**src/rtl/stream_rr_arbiter.sv**
```systemverilog
// Round-robin merge of four valid/ready byte streams into one, one bounded burst per grant.
// Define STREAM_RR_ARBITER_HEADER_EN to prefix each burst with a {HDR_TAG,2'b00,grant} source byte.
module stream_rr_arbiter #(
    parameter int unsigned BURST_LEN = 16,
    parameter logic [3:0]  HDR_TAG   = 4'hA
) (
    input  logic        clk_in,
    input  logic        reset_n_in,
    input  logic [3:0]  enable_in,
    input  logic [31:0] reqData_in,
    input  logic [3:0]  reqValid_in,
    output logic [3:0]  reqReady_out,
    output logic [7:0]  outData_out,
    output logic        outValid_out,
    input  logic        outReady_in,
    output logic [1:0]  grant_out,
    output logic        busy_out
);

    localparam logic [7:0] LAST_BEAT = 8'(BURST_LEN - 1);

`ifdef STREAM_RR_ARBITER_HEADER_EN
    typedef enum logic [1:0] {S_IDLE, S_HEADER, S_BURST} state_t;
`else
    typedef enum logic [1:0] {S_IDLE, S_BURST} state_t;
    localparam logic [3:0] hdr_tag_unused = HDR_TAG;
`endif

    state_t     state_q, state_d;
    logic [1:0] ptr_q, ptr_d;
    logic [1:0] grant_q, grant_d;
    logic [7:0] cnt_q, cnt_d;

    logic [3:0] elig;
    logic       found;
    logic [1:0] pick;
    logic       g_ok;

    // First eligible index scanning upward from the pointer, wrapping mod 4.
    always_comb begin
        elig  = enable_in & reqValid_in;
        found = 1'b0;
        pick  = ptr_q;
        for (int k = 0; k < 4; k++) begin
            if (!found && elig[ptr_q + 2'(k)]) begin
                found = 1'b1;
                pick  = ptr_q + 2'(k);
            end
        end
    end

    assign g_ok = enable_in[grant_q] & reqValid_in[grant_q];

    always_comb begin
        state_d      = state_q;
        ptr_d        = ptr_q;
        grant_d      = grant_q;
        cnt_d        = cnt_q;
        outData_out  = 8'h00;
        outValid_out = 1'b0;
        reqReady_out = 4'b0000;
        case (state_q)
            S_IDLE: begin
                if (found) begin
                    grant_d = pick;
                    cnt_d   = 8'h00;
`ifdef STREAM_RR_ARBITER_HEADER_EN
                    state_d = S_HEADER;
`else
                    state_d = S_BURST;
`endif
                end
            end
`ifdef STREAM_RR_ARBITER_HEADER_EN
            S_HEADER: begin
                outData_out  = {HDR_TAG, 2'b00, grant_q};
                outValid_out = 1'b1;
                if (outReady_in) state_d = S_BURST;
            end
`endif
            S_BURST: begin
                outData_out           = reqData_in[{grant_q, 3'b000} +: 8];
                outValid_out          = g_ok;
                reqReady_out[grant_q] = outReady_in & enable_in[grant_q];
                // A dropped valid/enable closes the burst without a transfer.
                if (!g_ok) begin
                    state_d = S_IDLE;
                    ptr_d   = grant_q + 2'd1;
                end else if (outReady_in) begin
                    cnt_d = cnt_q + 8'd1;
                    if (cnt_q == LAST_BEAT) begin
                        state_d = S_IDLE;
                        ptr_d   = grant_q + 2'd1;
                    end
                end
            end
            default: state_d = S_IDLE;
        endcase
    end

    always_ff @(posedge clk_in or negedge reset_n_in) begin
        if (!reset_n_in) begin
            state_q <= S_IDLE;
            ptr_q   <= 2'd0;
            grant_q <= 2'd0;
            cnt_q   <= 8'h00;
        end else begin
            state_q <= state_d;
            ptr_q   <= ptr_d;
            grant_q <= grant_d;
            cnt_q   <= cnt_d;
        end
    end

    assign grant_out = grant_q;
    assign busy_out  = (state_q != S_IDLE);

endmodule

```
**config.mk**
```make
export PLATFORM = sky130hd
export DESIGN_NAME = stream_rr_arbiter
export DESIGN_NICKNAME = d
export VERILOG_FILES = /design/src/rtl/stream_rr_arbiter.sv
export SDC_FILE = /design/constraint.sdc
export NUM_CORES = 1
export LEC_CHECK = 0
export BUFFER_PORTS_ARGS = -buffer_cell sky130_fd_sc_hd__buf_2
export CAP_MARGIN = 20
export CORE_ASPECT_RATIO = 0.9
export CORE_MARGIN = 1
export CORE_UTILIZATION = 45
export DETAILED_ROUTE_END_ITERATION = 8
export PLACE_DENSITY = 0.79
export SETUP_SLACK_MARGIN = 0.4
export SLEW_MARGIN = 0
export SYNTH_ARGS = -nofsm -noshare
export SYNTH_HDL_FRONTEND = slang
export SYNTH_SLANG_ARGS = --single-unit
```
**constraint.sdc**
```tcl
create_clock -name clk_in -period 2.4 [get_ports clk_in]
set_clock_uncertainty 0.15 [all_clocks]
set_input_delay 0.48 -clock clk_in [delete_from_list [all_inputs] [get_ports clk_in]]
set_output_delay 0.48 -clock clk_in [all_outputs]
set_load 0.01 [all_outputs]
```
==> flow_summary.json, run 1 <==
{
  "run_status": "completed",
  "worstHoldStart": "outReady_in",
  "powerDensity_mw_per_mm2": 957,
  "ir_worst_vdd_mv": 0.698,
  "area_growth_syn_to_layout_pct": 44.7,
  "seqPwrFrac_pct": 22.8,
  "synth_area_per_cell_um2": 10.7,
  "worstPathRequired_ns": 1.77,
  "placed_cells": 190,
  "final_cells": 204,
  "synth_area_mm2": 0.00114,
  "dieArea_mm2": 0.00273,
  "grt_overflow": 0,
  "htree_levels": 1,
  "num_vias": 1234,
  "slew_violations": 0,
  "rows": 16,
  "io_pins": 59,
  "r2r-end": "ptr_q[1]",
  "synth_nets": 154,
  "period_share_pct": 96.3,
  "rsz0062_at_grt": "yes",
  "fin_util_pct": 72.1,
  "first_global_vias": 1219,
  "start_util_pct": 49.8,
  "ys_ff_latch": 13,
  "wl_per_cell_um": 17.5,
  "fin_area_mm2": 0.00165,
  "io_buffers": 58,
  "vias_per_cell": 6.05,
  "seq_area_frac_synth_pct": 28.6,
  "reg2reg_setup_slack_ns": 0.34,
  "routabilityCongestion": 0.739,
  "hold_path_end": "state_q[0]",
  "end_kind": "output pin",
  "die_y_um": 49.7,
  "grt_usage_pct": 29.0,
  "cts_root_buf": "clkbuf_4",
  "startpoint_type": "flop",
  "worstPathArrival_ns": 1.68,
  "totalWireLength_um": 3570,
  "core_mm2": 0.00228,
  "swShare_pct": 39.5,
  "drc_errors": 0,
  "die_w_um": 55.0,
  "grt_first_pass_wirelength_um": 5660,
  "path_class": "flop to output pin",
  "reg2reg_depth": 5,
  "cts.path.max_buffers": 2,
  "yosys_warnings": 0,
  "intPower_w": 0.000953,
  "clkPwrFrac_pct": 8.8,
  "fillCellCount": 165,
  "combPwrFrac_pct": 68.4,
  "cts_tree": "done",
  "fin_crit_ns": 2.31,
  "cp_max_fo": 6,
  "grt_antenna_before_repair": 0,
  "synth.distinct_cells": 35,
  "antenna_left": 0,
  "clk_pin_slew_ns": 0.08,
  "clkSinkCount": 13,
  "worstMarginPinSlew_ns": 0.637,
  "insertion_delay_ns": 0.29,
  "drtIter0Drc": 34,
  "maxCapViolations": 0,
  "power.switching_w": 0.000621,
  "final-setup-viol-count": 0,
  "hold_class": "primary input to flop",
  "layout-drive-gt1-share_pct": 58.8,
  "place_hpwl_um": 2410,
  "max_slew_margin_pct": 57.0,
  "fmax_ghz": 0.433,
  "first_pass_iters": 4,
  "insertedDiodeCount": 0,
  "r2r-start": "grant_out[0]",
  "finalSetupTns_ns": 0,
  "grt_start_max_net_pins": 15,
  "synth_cells": 106,
  "hold_path_depth": 3,
  "cts-buffers-inserted": 3,
  "leakage_nw": 0.785,
  "hold_violations": 0,
  "layout.nets": 226,
  "place_area_mm2": 0.00148
}
## cell type report
cell class                      count  area (um2)  share of cell area, %
Tap cell                           27        33.8                   2.05
Timing Repair Buffer               71         448                   27.2
Multi-Input combinational cell     85         795                   48.3
Clock buffer                        4        26.3                   1.60
Sequential cell                    13         328                   19.9
Inverter                            4        15.0                  0.913
## metrics by stage
step           power [W]  setup WS [ns]  hold slack (ns)
2_1_floorplan   0.000901          0.319           0.0344
4_1_cts          0.00146         0.0874            0.361
3_3_place_gp     0.00112          0.214            0.235
5_1_grt          0.00168         0.0193            0.391
3_5_place_dp     0.00115          0.200            0.239
6_report         0.00157         0.0898            0.376
## layout by cell type, fill, tap and decap left out, types with 2 or more instances in the layout
master,synthesis,layout
and3_4,0,5
clkbuf_4,0,3
nor2_1,2,2
dfrtp_1,13,11
mux2_2,2,2
inv_1,4,3
dfrtp_2,0,2
o21ai_0,9,9
a21oi_1,3,2
buf_6,1,10
and3_1,2,2
and2_4,0,5
and2_1,10,5
o32ai_1,2,2
buf_4,1,10
nand4_1,3,3
nand2_1,8,8
buf_2,0,50
mux4_2,1,11
ha_1,5,5
nand3_1,6,6
## how the worst max path moves through the flow
stage                       from        endpoint  slack (ns)  cells past startpoint
CTS                 grant_out[0]    outValid_out        0.09                      3
global route        grant_out[0]  outData_out[0]        0.02                      4
global placement    enable_in[3]    outValid_out        0.21                      4
detailed placement  enable_in[3]    outValid_out        0.20                      4
finish              grant_out[0]    outValid_out        0.09                      3
floorplan           grant_out[0]    outValid_out        0.32                      4
## sequential cells by signal, summed over array words and instances, names as in the netlist
register / cells
ptr_q: 2
grant_out: 2
cnt_q: 8
state_q: 1
## power groups by stage
stage / Combinational (W) / Sequential [W] / Clock (W)
floorplan: 0.000555 / 0.000346 / 0
global placement: 0.000766 / 0.000353 / 0
detailed placement: 0.000792 / 0.000360 / 0
CTS: 0.000965 / 0.000354 / 0.000139
global route: 0.00116 / 0.000371 / 0.000153
finish: 0.00108 / 0.000359 / 0.000139
## critical path: stages (launching register included)
cell and delay, ns:
dfrtp_2 0.46, mux4_2 0.61, and3_4 0.21, buf_6 0.11
## layer usage
| metal | vias up | wire length, um | GRT usage, % |
|---|---|---|---|
| met2 | 44 | 1930 | 46.8 |
| li1 | 561 | - | - |
| met3 | 15 | 166 | 9.26 |
| met5 | - | 0 | 0 |
| met4 | 0 | 93 | 10.4 |
| met1 | 614 | 1380 | 35.2 |
## cell usage after synthesis
cell	number	area (um2)
xor2_1	1	8.76
a2bb2oi_1	1	8.76
or4_1	1	7.51
buf_4	1	7.51
and3_2	6	45.0
or3_1	2	12.5
o21a_1	1	7.51
clkbuf_1	2	7.51
and3_1	2	12.5
ha_1	5	62.6
a41o_1	1	10.0
a31o_2	1	8.76
nand2_1	8	30.0
and2_1	10	62.6
mux4_2	1	22.5
o31ai_1	1	7.51
nand3_1	6	30.0
nor4_1	1	6.26
a21oi_1	3	15.0
dfrtp_1	13	325
nand4_4	1	21.3
a22o_1	1	8.76
buf_6	1	11.3
o21ai_0	9	45.0
o32ai_1	2	17.5
clkbuf_2	1	5.00
inv_1	4	15.0
o22ai_1	1	6.26
a41oi_1	1	8.76
mux4_1	9	236
nor2_1	2	7.51
a21o_1	1	7.51
nand4_1	3	18.8
nor3b_1	1	7.51
mux2_2	2	22.5
## logic make-up (layout without fill, tap and decap cells)
family,Yosys count,in the layout,synth area share (%)
flip-flops,13,13,28.6
XOR/XNOR,1,1,0.770
multiplexers,12,13,24.8
buffers and inverters,9,79,4.07
AND/OR/NAND/NOR,43,43,23.0
adder cells (fa/ha/maj),5,5,5.50
AO/OA/AOI/OAI,23,23,13.3
## what timing repair did
action,CTS,global route
resized for setup,18,11
hold buffers,1,0
pin swaps,10,8
gates cloned,1,0
endpoints found under the hold margin,13,0
setup endpoints to repair,16,21
buffers inserted,5,3
Note: power is estimated with default switching activity, not from simulation.
==> inputs of run 2 (changes only) <==
--- a/config.mk
+++ b/config.mk
@@ -10,8 +10,10 @@
 export CORE_ASPECT_RATIO = 0.9
 export CORE_MARGIN = 1
 export CORE_UTILIZATION = 45
+export CTS_CLUSTER_DIAMETER = 30
 export DETAILED_ROUTE_END_ITERATION = 8
-export PLACE_DENSITY = 0.79
+export PLACE_DENSITY = 0.86
+export REMOVE_ABC_BUFFERS = 1
 export SETUP_SLACK_MARGIN = 0.4
 export SLEW_MARGIN = 0
 export SYNTH_ARGS = -nofsm -noshare
==> flow_summary.json, run 2 (synthesis gave the netlist of run 1 again) <==
{
  "first_pass_iters": 4,
  "drtIter0Drc": 49,
  "cts.path.max_buffers": 2,
  "path_class": "flop to output pin",
  "htree_levels": 1,
  "hold_class": "flop to flop",
  "setup_ws_ns": 0.0804,
  "insertion_delay_ns": 0.28,
  "grt_util_met3_pct": 4.01,
  "regMostFlops": "cnt_q",
  "clkSinkCount": 13,
  "use_met2_pct": 44.4,
  "maxCapViolations": 0,
  "clk_pin_slew_ns": 0.07,
  "final_common_cell": "buf_2",
  "grt_busiest_layer": "met2",
  "max_slew_margin_pct": 49.9,
  "dp_slack_ns": 0.245,
  "grt_overflow": 0,
  "io_buffers": 58,
  "antenna_left": 0,
  "first_global_vias": 1156,
  "place_area_mm2": 0.00148,
  "p_total_w": 0.00154,
  "end_kind": "output pin",
  "routabilityCongestion": 0.813,
  "worstMarginPinSlew_ns": 0.741,
  "insertedDiodeCount": 0,
  "worstPathRequired_ns": 1.77,
  "io_pins": 59,
  "fin_util_pct": 71.3,
  "grt_usage_pct": 26.4,
  "slew_violations": 0,
  "ir_worst_vdd_mv": 0.839,
  "run_status": "completed",
  "grt_first_pass_wirelength_um": 5180,
  "finalSetupTns_ns": 0,
  "core_mm2": 0.00228,
  "grt_start_max_net_pins": 15,
  "die_y_um": 49.7,
  "cts-buffers-inserted": 3,
  "die_w_um": 55.0,
  "dieArea_mm2": 0.00273,
  "drc_errors": 0,
  "grt_antenna_before_repair": 0,
  "vias_per_cell": 6.01,
  "num_vias": 1201,
  "place_hpwl_um": 2390,
  "cp_max_fo": 6,
  "layout.nets": 222,
  "fin_area_mm2": 0.00163,
  "rsz0062_at_grt": "yes",
  "worstPathArrival_ns": 1.69,
  "start_util_pct": 49.8,
  "startpoint_type": "flop",
  "layout-drive-gt1-share_pct": 57.8,
  "period_share_pct": 96.6,
  "powerDensity_mw_per_mm2": 944,
  "final-setup-viol-count": 0,
  "cts_root_buf": "clkbuf_4",
  "totalWireLength_um": 3340,
  "fin_crit_ns": 2.32,
  "rows": 16,
  "fillCellCount": 168,
  "gr-usage-met1_pct": 32.5,
  "leakage_nw": 0.774,
  "largest_register_ffs": 8,
  "area_growth_syn_to_layout_pct": 43.1,
  "wl_per_cell_um": 16.7,
  "fmax_ghz": 0.431,
  "final_cell_mix": "buf_2, buf_6, dfrtp_1",
  "hold_violations": 0,
  "cts_tree": "done"
}
run 2: path summary, 6_finish.rpt:
kind | start | end | slack [ns] | depth (start not counted)
min | cnt_q[2] | cnt_q[2] | 0.38 | 1
max reg2reg | grant_out[0] | ptr_q[0] | 0.28 | 5
max | grant_out[0] | outValid_out | 0.08 | 3
min reg2reg | cnt_q[2] | cnt_q[2] | 0.38 | 1
max in group asynchronous | reset_n_in | grant_out[0] | 1.40 | 2
min in group asynchronous | reset_n_in | state_q[0] | 0.45 | 2
run 2: routing by layer:
layer  part of all wire [%]  wire, um
met3                    4.5       151
met5                      0         0
met1                     43      1420
met2                     51      1720
met4                    1.6        52
run 2: repair_timing:
| action | 4_1_cts | 5_1_grt |
|---|---|---|
| buffers inserted | 2 | 1 |
| setup endpoints to repair | 16 | 18 |
| pin swaps | 11 | 8 |
| hold buffers | 1 | 0 |
| hold endpoints to repair | 13 | 0 |
| gates resized for setup | 23 | 15 |
run 2: area by class of cell:
type | instances | area, um2 | area share [%]
tap | 27 | 33.8 | 2.08
timing repair buffer | 68 | 448 | 27.5
inverter | 4 | 15.0 | 0.922
sequential | 13 | 327 | 20.1
multi-input combinational | 84 | 778 | 47.8
clock buffer | 4 | 26.3 | 1.61
run 2: critical path, cell delays in order (launching register included):
cell and delay, ns:
dfrtp_2 0.45, mux4_2 0.62, and3_4 0.22, buf_6 0.11
run 2: where the power goes:
| part | switching (W) | internal (W) | leakage [nW] |
|---|---|---|---|
| clock network | 0.0000727 | 0.0000646 | 0.0150 |
| logic | 0.000462 | 0.000591 | 0.589 |
| registers | 0.0000723 | 0.000274 | 0.170 |
run 2: per-stage QoR:
stage	hold slack [ns]	std cells
floorplan	0.0344	101
global placement	0.226	192
detailed placement	0.230	192
CTS	0.374	199
global route	0.381	200
finish	0.385	200
==> inputs of run 3 (changes only) <==
--- a/config.mk
+++ b/config.mk
@@ -5,14 +5,14 @@
 export SDC_FILE = /design/constraint.sdc
 export NUM_CORES = 1
 export LEC_CHECK = 0
-export BUFFER_PORTS_ARGS = -buffer_cell sky130_fd_sc_hd__buf_2
 export CAP_MARGIN = 20
 export CORE_ASPECT_RATIO = 0.9
 export CORE_MARGIN = 1
-export CORE_UTILIZATION = 45
+export CORE_UTILIZATION = 60
 export CTS_CLUSTER_DIAMETER = 30
 export DETAILED_ROUTE_END_ITERATION = 8
-export PLACE_DENSITY = 0.86
+export DONT_BUFFER_PORTS = 1
+export PLACE_DENSITY = 0.82
 export REMOVE_ABC_BUFFERS = 1
 export SETUP_SLACK_MARGIN = 0.4
 export SLEW_MARGIN = 0
==> constraint.sdc (replaced) <==
create_clock -name clk_in -period 2.2 [get_ports clk_in]
set_clock_uncertainty 0.15 [all_clocks]
set_input_delay 0.44 -clock clk_in [delete_from_list [all_inputs] [get_ports clk_in]]
set_output_delay 0.44 -clock clk_in [all_outputs]
set_load 0.01 [all_outputs]
==> flow_summary.json, run 3 (synthesis gave the netlist of run 1 again) <==
{
  "hold_violations": 0,
  "totalWireLength_um": 3060,
  "worstHoldStart": "outReady_in",
  "insertedDiodeCount": 0,
  "routabilityCongestion": 0.790,
  "ir_worst_vdd_mv": 0.801,
  "core_mm2": 0.00172,
  "period_share_pct": 99.5,
  "fin_area_mm2": 0.00134,
  "rows": 14,
  "insertion_delay_ns": 0.29,
  "powerDensity_mw_per_mm2": 1180,
  "grt_overflow": 0,
  "cp_max_fo": 8,
  "fin_util_pct": 78.3,
  "cts-buffers-inserted": 3,
  "end_kind": "output pin",
  "reg2reg_setup_slack_ns": 0.15,
  "layout-drive-gt1-share_pct": 44.9,
  "fillCellCount": 110,
  "die_w_um": 47.9,
  "io_pins": 59,
  "grt_first_pass_wirelength_um": 4190,
  "cts.path.max_buffers": 2,
  "run_status": "completed",
  "layout.nets": 167,
  "fmax_ghz": 0.457,
  "antenna_left": 0,
  "leakage_nw": 0.551,
  "cts_tree": "done",
  "drtIter0Drc": 21,
  "reg2reg_depth": 6,
  "die_y_um": 43.3,
  "slew_violations": 0,
  "clk_pin_slew_ns": 0.09,
  "swShare_pct": 41.6,
  "hold_path_depth": 2,
  "dieArea_mm2": 0.00207,
  "combPwrFrac_pct": 66.6,
  "io_buffers": 0,
  "finalSetupTns_ns": 0,
  "drc_errors": 0,
  "fin_crit_ns": 2.19,
  "placed_cells": 129,
  "grt_start_max_net_pins": 15,
  "wl_per_cell_um": 21.6,
  "startpoint_type": "flop",
  "clkPwrFrac_pct": 9.9,
  "r2r-end": "cnt_q[7]",
  "seqPwrFrac_pct": 23.5,
  "max_slew_margin_pct": 57.8,
  "r2r-start": "grant_out[0]",
  "path_class": "flop to output pin",
  "grt_usage_pct": 29.3,
  "place_hpwl_um": 2010,
  "intPower_w": 0.000924,
  "start_util_pct": 66.3,
  "rsz0062_at_grt": "yes",
  "final-setup-viol-count": 0,
  "final_common_cell": "dfrtp_1",
  "power.switching_w": 0.000659,
  "worstMarginPinSlew_ns": 0.625,
  "clkSinkCount": 13,
  "final_cells": 142,
  "worstPathArrival_ns": 1.60,
  "hold_path_end": "state_q[0]",
  "hold_class": "primary input to flop",
  "worstPathRequired_ns": 1.61,
  "htree_levels": 1,
  "maxCapViolations": 0,
  "first_global_vias": 934,
  "place_area_mm2": 0.00117,
  "grt_antenna_before_repair": 0,
  "first_pass_iters": 4,
  "num_vias": 1016,
  "hold_slack_ns": 0.241,
  "regMostFlops": "cnt_q",
  "largest_register_ffs": 8,
  "final_cell_mix": "dfrtp_1, mux4_2, and2_4, nand2_1, buf_6",
  "vias_per_cell": 7.15,
  "area_growth_syn_to_layout_pct": 18.2,
  "cts_root_buf": "clkbuf_4"
}
-- run 3: changes by cell type in the layout (fill, tap and decap cells not counted), moves of 3 or more --
| cell | change |
|---|---|
| nand3_1 | -3 |
| o21ai_1 | +3 |
| buf_6 | -8 |
| o21ai_0 | -4 |
| buf_2 | -47 |
-- run 3: per-layer routing --
layer	GRT usage [%]	vias up	wire (um)	share of wire (%)
met2	44.6	59	1480	48
met3	11.1	11	298	9.7
met4	11.7	0	81	2.6
li1	-	436	-	-
met1	37.0	510	1200	39
met5	0	-	0	0
-- run 3: critical path: stages (launching register included) --
cell	delay, ns
dfrtp_2	0.44
mux4_2	0.63
and3_4	0.24
-- run 3: power by group through the flow --
stage / Sequential (W) / Combinational (W) / Clock, W
after floorplan: 0.000424 / 0.000482 / 0
after global placement: 0.000353 / 0.000695 / 0
after detailed placement: 0.000358 / 0.000723 / 0
after CTS: 0.000364 / 0.000943 / 0.000157
after global routing: 0.000382 / 0.00114 / 0.000168
final: 0.000371 / 0.00105 / 0.000157
-- run 3: timing repair --
item / CTS / global route
endpoints found under the hold margin: 13 / 0
cloned: 1 / 0
setup buffers: 5 / 2
setup endpoints to repair: 19 / 23
pin swaps: 7 / 9
hold buffers: 1 / 0
resized for setup: 28 / 17
-- run 3: worst max-delay path by stage --
stage / startpoint / end / slack, ns / cells after the start
after floorplan: grant_out[0] / outValid_out / -0.09 / 2
after global placement: grant_out[0] / outValid_out / 0.21 / 2
after detailed placement: grant_out[0] / outData_out[2] / 0.19 / 3
after CTS: grant_out[0] / outData_out[6] / 0.03 / 3
after global routing: grant_out[0] / outData_out[6] / -0.03 / 3
final: grant_out[0] / outValid_out / 0.01 / 2
-- run 3: per-stage QoR --
step	worst slack (ns)	total power [W]
CTS	0.0271	0.00146
floorplan	-0.0874	0.000905
finish	0.0119	0.00158
global placement	0.212	0.00105
detailed placement	0.186	0.00108
global route	-0.0332	0.00169
-- run 3: area by class of cell --
class	count	area, um2	area share, %
clock buffer	3	22.5	1.68
clock inverter	1	5.00	0.372
inverter	4	15.0	1.12
multi-input combinational	84	815	60.6
sequential	13	327	24.3
tap	24	30.0	2.23
timing repair buffer	13	130	9.68
